**src/rtl/cla_pg_pipe_pkg.sv**
```systemverilog
// Shared types and the 4-bit carry-lookahead group function for cla_pg_pipe.
package cla_pg_pipe_pkg;

  localparam int unsigned GROUP_W = 4;
  // Widest supported operand; the stage-1 payload is sized to it and trimmed at use.
  localparam int unsigned MAX_W   = 64;

  typedef struct packed {
    logic [GROUP_W-1:0] c;     // carry into each bit of the group
    logic               gout;  // group generate
    logic               pout;  // group propagate
  } grp4_res_t;

  typedef struct packed {
    logic [MAX_W-1:0] g;
    logic [MAX_W-1:0] p;
    logic             cin;
    logic             msb_a;
    logic             msb_b;
  } s1_pay_t;

  function automatic grp4_res_t grp4_la(input logic [GROUP_W-1:0] g,
                                        input logic [GROUP_W-1:0] p,
                                        input logic               cin);
    grp4_res_t r;
    r.c[0] = cin;
    r.c[1] = g[0] | (p[0] & cin);
    r.c[2] = g[1] | (p[1] & g[0]) | (p[1] & p[0] & cin);
    r.c[3] = g[2] | (p[2] & g[1]) | (p[2] & p[1] & g[0]) | (p[2] & p[1] & p[0] & cin);
    r.gout = g[3] | (p[3] & g[2]) | (p[3] & p[2] & g[1]) | (p[3] & p[2] & p[1] & g[0]);
    r.pout = &p;
    return r;
  endfunction

endpackage

```
**src/rtl/cla_grp4.sv**
```systemverilog
// Combinational 4-bit lookahead group: per-bit carries from g/p/cin, plus group G/P.
module cla_grp4
  import cla_pg_pipe_pkg::*;
(
  input  logic [GROUP_W-1:0] g_i,
  input  logic [GROUP_W-1:0] p_i,
  input  logic               cin_i,
  output logic [GROUP_W-1:0] c_o,
  output logic               gout_o,
  output logic               pout_o
);

  grp4_res_t res_c;
  grp4_res_t res_gp;
  logic      unused_res;

  // G/P are taken from a call with no carry-in so they carry no false dependency
  // on the inter-group lookahead that consumes them.
  assign res_c  = grp4_la(g_i, p_i, cin_i);
  assign res_gp = grp4_la(g_i, p_i, 1'b0);

  assign c_o    = res_c.c;
  assign gout_o = res_gp.gout;
  assign pout_o = res_gp.pout;

  assign unused_res = ^{res_c.gout, res_c.pout, res_gp.c};

endmodule

```
**src/rtl/cla_pg_pipe.sv**
```systemverilog
// Two-stage pipelined carry-lookahead adder with valid/ready handshake.
// Define ADD_PIPE_OVF_EN to add the registered signed-overflow output out_ovf.
module cla_pg_pipe
  import cla_pg_pipe_pkg::*;
#(
  parameter int unsigned WIDTH = 16
) (
  input  logic             clk,
  input  logic             rst_n,
  input  logic             in_valid,
  output logic             in_ready,
  input  logic [WIDTH-1:0] in_a,
  input  logic [WIDTH-1:0] in_b,
  input  logic             in_cin,
  output logic             out_valid,
  input  logic             out_ready,
  output logic [WIDTH-1:0] out_sum,
  output logic             out_cout
`ifdef ADD_PIPE_OVF_EN
  ,
  output logic             out_ovf
`endif
);

  localparam int NGRP = int'(WIDTH / GROUP_W);

  logic             s1_v_q, s1_v_d;
  s1_pay_t          s1_q, s1_d;
  logic             out_valid_q, out_valid_d;
  logic [WIDTH-1:0] sum_q, sum_d;
  logic             cout_q, cout_d;
`ifdef ADD_PIPE_OVF_EN
  logic             ovf_q, ovf_d;
`endif

  logic             s2_adv, s1_load, in_ready_c;
  logic [NGRP-1:0]  grp_g, grp_p;
  logic [NGRP:0]    grp_c;
  logic [WIDTH-1:0] bit_c, sum_c;
  logic             la_acc, la_term;
  logic             unused_s1;

  for (genvar k = 0; k < NGRP; k++) begin : g_grp
    cla_grp4 u_grp (
      .g_i    (s1_q.g[GROUP_W*k +: GROUP_W]),
      .p_i    (s1_q.p[GROUP_W*k +: GROUP_W]),
      .cin_i  (grp_c[k]),
      .c_o    (bit_c[GROUP_W*k +: GROUP_W]),
      .gout_o (grp_g[k]),
      .pout_o (grp_p[k])
    );
  end

  // Each group carry is a flat sum of products over all lower groups, not a chain.
  always_comb begin
    grp_c    = '0;
    la_acc   = 1'b0;
    la_term  = 1'b0;
    grp_c[0] = s1_q.cin;
    for (int k = 0; k < NGRP; k++) begin
      la_acc = s1_q.cin;
      for (int m = 0; m <= k; m++) la_acc = la_acc & grp_p[m];
      for (int j = 0; j <= k; j++) begin
        la_term = grp_g[j];
        for (int m = j + 1; m <= k; m++) la_term = la_term & grp_p[m];
        la_acc = la_acc | la_term;
      end
      grp_c[k+1] = la_acc;
    end
  end

  assign sum_c = s1_q.p[WIDTH-1:0] ^ bit_c;

  always_comb begin
    s2_adv     = s1_v_q & (~out_valid_q | out_ready);
    in_ready_c = ~s1_v_q | s2_adv;
    s1_load    = in_valid & in_ready_c;

    s1_v_d = s1_v_q;
    if (s1_load)     s1_v_d = 1'b1;
    else if (s2_adv) s1_v_d = 1'b0;

    s1_d = s1_q;
    if (s1_load) begin
      s1_d     = '0;
      s1_d.g   = MAX_W'(in_a & in_b);
      s1_d.p   = MAX_W'(in_a ^ in_b);
      s1_d.cin = in_cin;
`ifdef ADD_PIPE_OVF_EN
      s1_d.msb_a = in_a[WIDTH-1];
      s1_d.msb_b = in_b[WIDTH-1];
`endif
    end

    out_valid_d = out_valid_q;
    if (s2_adv)         out_valid_d = 1'b1;
    else if (out_ready) out_valid_d = 1'b0;

    sum_d  = sum_q;
    cout_d = cout_q;
`ifdef ADD_PIPE_OVF_EN
    ovf_d  = ovf_q;
`endif
    if (s2_adv) begin
      sum_d  = sum_c;
      cout_d = grp_c[NGRP];
`ifdef ADD_PIPE_OVF_EN
      ovf_d  = (s1_q.msb_a == s1_q.msb_b) & (sum_c[WIDTH-1] != s1_q.msb_a);
`endif
    end
  end

  always_ff @(posedge clk or negedge rst_n) begin
    if (!rst_n) begin
      s1_v_q      <= 1'b0;
      s1_q        <= '0;
      out_valid_q <= 1'b0;
      sum_q       <= '0;
      cout_q      <= 1'b0;
`ifdef ADD_PIPE_OVF_EN
      ovf_q       <= 1'b0;
`endif
    end else begin
      s1_v_q      <= s1_v_d;
      s1_q        <= s1_d;
      out_valid_q <= out_valid_d;
      sum_q       <= sum_d;
      cout_q      <= cout_d;
`ifdef ADD_PIPE_OVF_EN
      ovf_q       <= ovf_d;
`endif
    end
  end

  assign in_ready  = in_ready_c;
  assign out_valid = out_valid_q;
  assign out_sum   = sum_q;
  assign out_cout  = cout_q;
`ifdef ADD_PIPE_OVF_EN
  assign out_ovf   = ovf_q;
  assign unused_s1 = ^{s1_q.g >> WIDTH, s1_q.p >> WIDTH};
`else
  assign unused_s1 = ^{s1_q.g >> WIDTH, s1_q.p >> WIDTH, s1_q.msb_a, s1_q.msb_b};
`endif

endmodule
```
**config.mk**
```make
export PLATFORM = sky130hd
export DESIGN_NAME = cla_pg_pipe
export DESIGN_NICKNAME = d
export VERILOG_FILES = /design/src/rtl/cla_pg_pipe_pkg.sv /design/src/rtl/cla_grp4.sv /design/src/rtl/cla_pg_pipe.sv
export SDC_FILE = /design/constraint.sdc
export NUM_CORES = 1
export LEC_CHECK = 0
export ABC_AREA = 0
export CAP_MARGIN = 10
export CORE_MARGIN = 4
export CORE_UTILIZATION = 35
export CTS_CLUSTER_SIZE = 24
export DETAILED_ROUTE_END_ITERATION = 6
export PLACE_DENSITY = 0.59
export SLEW_MARGIN = 20
export SYNTH_ARGS = -nofsm -noshare
export SYNTH_HDL_FRONTEND = slang
export SYNTH_SLANG_ARGS = --single-unit
```
**constraint.sdc**
```tcl
create_clock -name clk -period 2.76 [get_ports clk]
set_clock_uncertainty 0.1 [all_clocks]
set_input_delay 0.552 -clock clk [delete_from_list [all_inputs] [get_ports clk]]
set_output_delay 0.552 -clock clk [all_outputs]
set_load 0.03 [all_outputs]
```
==> metrics.txt <==
largest net degree at the start of global routing=34; Mapped Area=2640 um2; Setup CP Type=in2out; detailed-placement wirelength estimate=3.91 mm; drt first pass iters=4; async set-reset flop share out of synthesis=100%; routed len/inst=13.1 um; via count=1,835; routability cong.=0.712; setup TNS=0 ns; DRC=0; Via density=4.77; period utilization=90.8%; Power, Total=2.46 mW; crit-path max FO=3; area share of the leading cell type in the synthesized netlist=49.4%; post-synthesis mux area share=14.5%; RSZ-0062 raised after global routing=no; die area=8980 um2; final hold slack=0.0448 ns; Clock Pin Slew Worst Setup and Hold Paths=0.09 ns; sequential share of the synthesized area=49.4%; H-tree Lvls=2; status=finished clean; First DRT Iteration DRCs=66; post-CTS setup buffer count=0; post-CTS sizing=0; nets@finish=342; Die Wd=94.8 um; crit path DAT=1.86 ns; gr ovfl total=0; fmax=0.399 GHz; Synth area leaders=dfrtp_1 49%, mux2_2 14%, ha_1 9.5%; slew margin rel.=70.5%; simple-gate share of the synthesized area=8.97%; Ant. Diodes=0; Worst path top cell family by delay=buffers and inverters; WP buf/inv=2; pre-CTS setup slack=0.250 ns; Total Wirelength=5.03 mm; Starting Density=36.1%; Area growth syn-to-layout=29.1%; post-route insts no fill=385; commonest cells in the netlist=52 x dfrtp_1, 33 x mux2_2, 29 x nand2_1; CORE AREA=7290 um2; Hold WC Path Type=in2async; clock sink total=52; CP Launch Type=input pin; Synth Flop Type=dfrtp_1; EDFF count, synth=0; critical path capture point type=output port; synthesized-area fraction occupied by adder cells=9.50%; Mapped Cells=226; # port buffers=55; worst skew pair latency=0.30 ns; Yosys reg bits=52; final hold violation count=0; top-count cell post-synth=dfrtp_1; Slew Viols, Final=0; TritonCTS clock tree=built; mean cell area of the mapped netlist=11.7 um2; Max rail drop VDD=241 uV; unique cell type count in the Yosys netlist=43; row count=31; Root Driver=clkbuf_8; CP max stage delay=0.68 ns; vias in the first global route=1,850; worst path required time=2.11 ns; largest family of logic cells by synthesized area=multiplexers; min cycle time layout=2.51 ns; slowest CP cell=clkdlybuf4s50_1; CP cell instances=clkdlybuf4s50_1 > nand3b_1 > clkdlybuf4s50_1; initial antenna violation count=0; Ports=56; Setup WS post-layout=0.253 ns; chip height=94.8 um; dpl cells=377; first-pass GRT wire length=8.80 mm; Syn Nets=283; Most common cell on crit path=clkdlybuf4s50_1; P_leak=1.50 nW; Global Route Usage Sum=12.4%; largest area contributor in the netlist=dfrtp_1; Least-Margin Pin Slew=0.441 ns; Syn. warnings=0; setup violators final=0; number of routed nets with antenna violations=0; cts-stage hold buffer count=0; complex-gate fraction of the synthesized area=12.7%; Synth Area in XOR/XNOR=2.99%; Max-Cap Viols=0; CTS buffer count=5; maximum clock path buffer count=2; power density over the cells=722 nW/um2; share of cells above drive strength 1=18.9%
sequential cells by signal, indices dropped and copies added (netlist names):
signal and flops:
out_valid 1, grp_c 1, out_cout 1, out_sum 16, s1_q 32, s1_v_q 1
per-stage QoR:
stage,util (%),cell area (um2)
4_1_cts,46.7,3400
3_5_place_dp,45.4,3310
6_report,46.7,3400
3_3_place_gp,45.4,3310
2_1_floorplan,-,2640
5_1_grt,46.7,3400
metal layers:
layer	vias to the layer above	routed length (um)	GRT usage, %
met2	35	2440	20.0
met3	7	236	2.79
met4	0	83	4.69
met5	-	0	0
met1	875	2270	16.2
li1	918	-	-
final timing paths:
check	startpoint	endpoint	slack [ns]	cells past startpoint
worst max-delay path	out_ready	in_ready	0.25	3
max in group asynchronous	rst_n	s1_q[73]	1.92	2
worst max register to register	grp_c[0]	out_sum[13]	0.54	9
worst min-delay path	rst_n	s1_q[18]	0.04	1
worst min register to register	out_sum[13]	out_sum[13]	0.38	2
min in group clk	out_sum[13]	out_sum[13]	0.38	2
final cells by class:
class                           instances  area (um2)
Inverter                                4        15.0
Timing Repair Buffer                   59         588
Multi-Input combinational cell        163        1280
Tap cell                               99         124
Sequential cell                        52        1300
Clock buffer                            6        82.6
Clock inverter                          2        10.0
Fill cell                             697        3890
cells by family after synthesis:
| family | after synthesis |
|---|---|
| xor gates and xnor gates | 9 |
| buffers and inverters | 11 |
| AOI/OAI and AO/OA | 47 |
| muxes | 34 |
| and+or+nand+nor | 53 |
| DFF | 52 |
| adders and majority gates | 20 |
report_power, final:
part | switching, mW | internal [mW] | total [mW]
combinational | 0.475 | 0.445 | 0.920
sequential | 0.156 | 0.937 | 1.09
clock | 0.244 | 0.201 | 0.445
total | 0.875 | 1.58 | 2.46
placed cells by master (no fill, tap or decap), types with 3 or more instances in the layout:
master	n
ha_1	20
o21ai_0	15
nor2_1	10
inv_1	4
clkbuf_8	6
buf_4	3
xor2_1	5
o211ai_1	3
nand2_1	29
dfrtp_1	52
clkdlybuf4s50_1	54
a21oi_1	8
mux2_2	33
nand2b_1	4
xnor2_1	4
No activity file was read; power rests on OpenSTA's default activity.
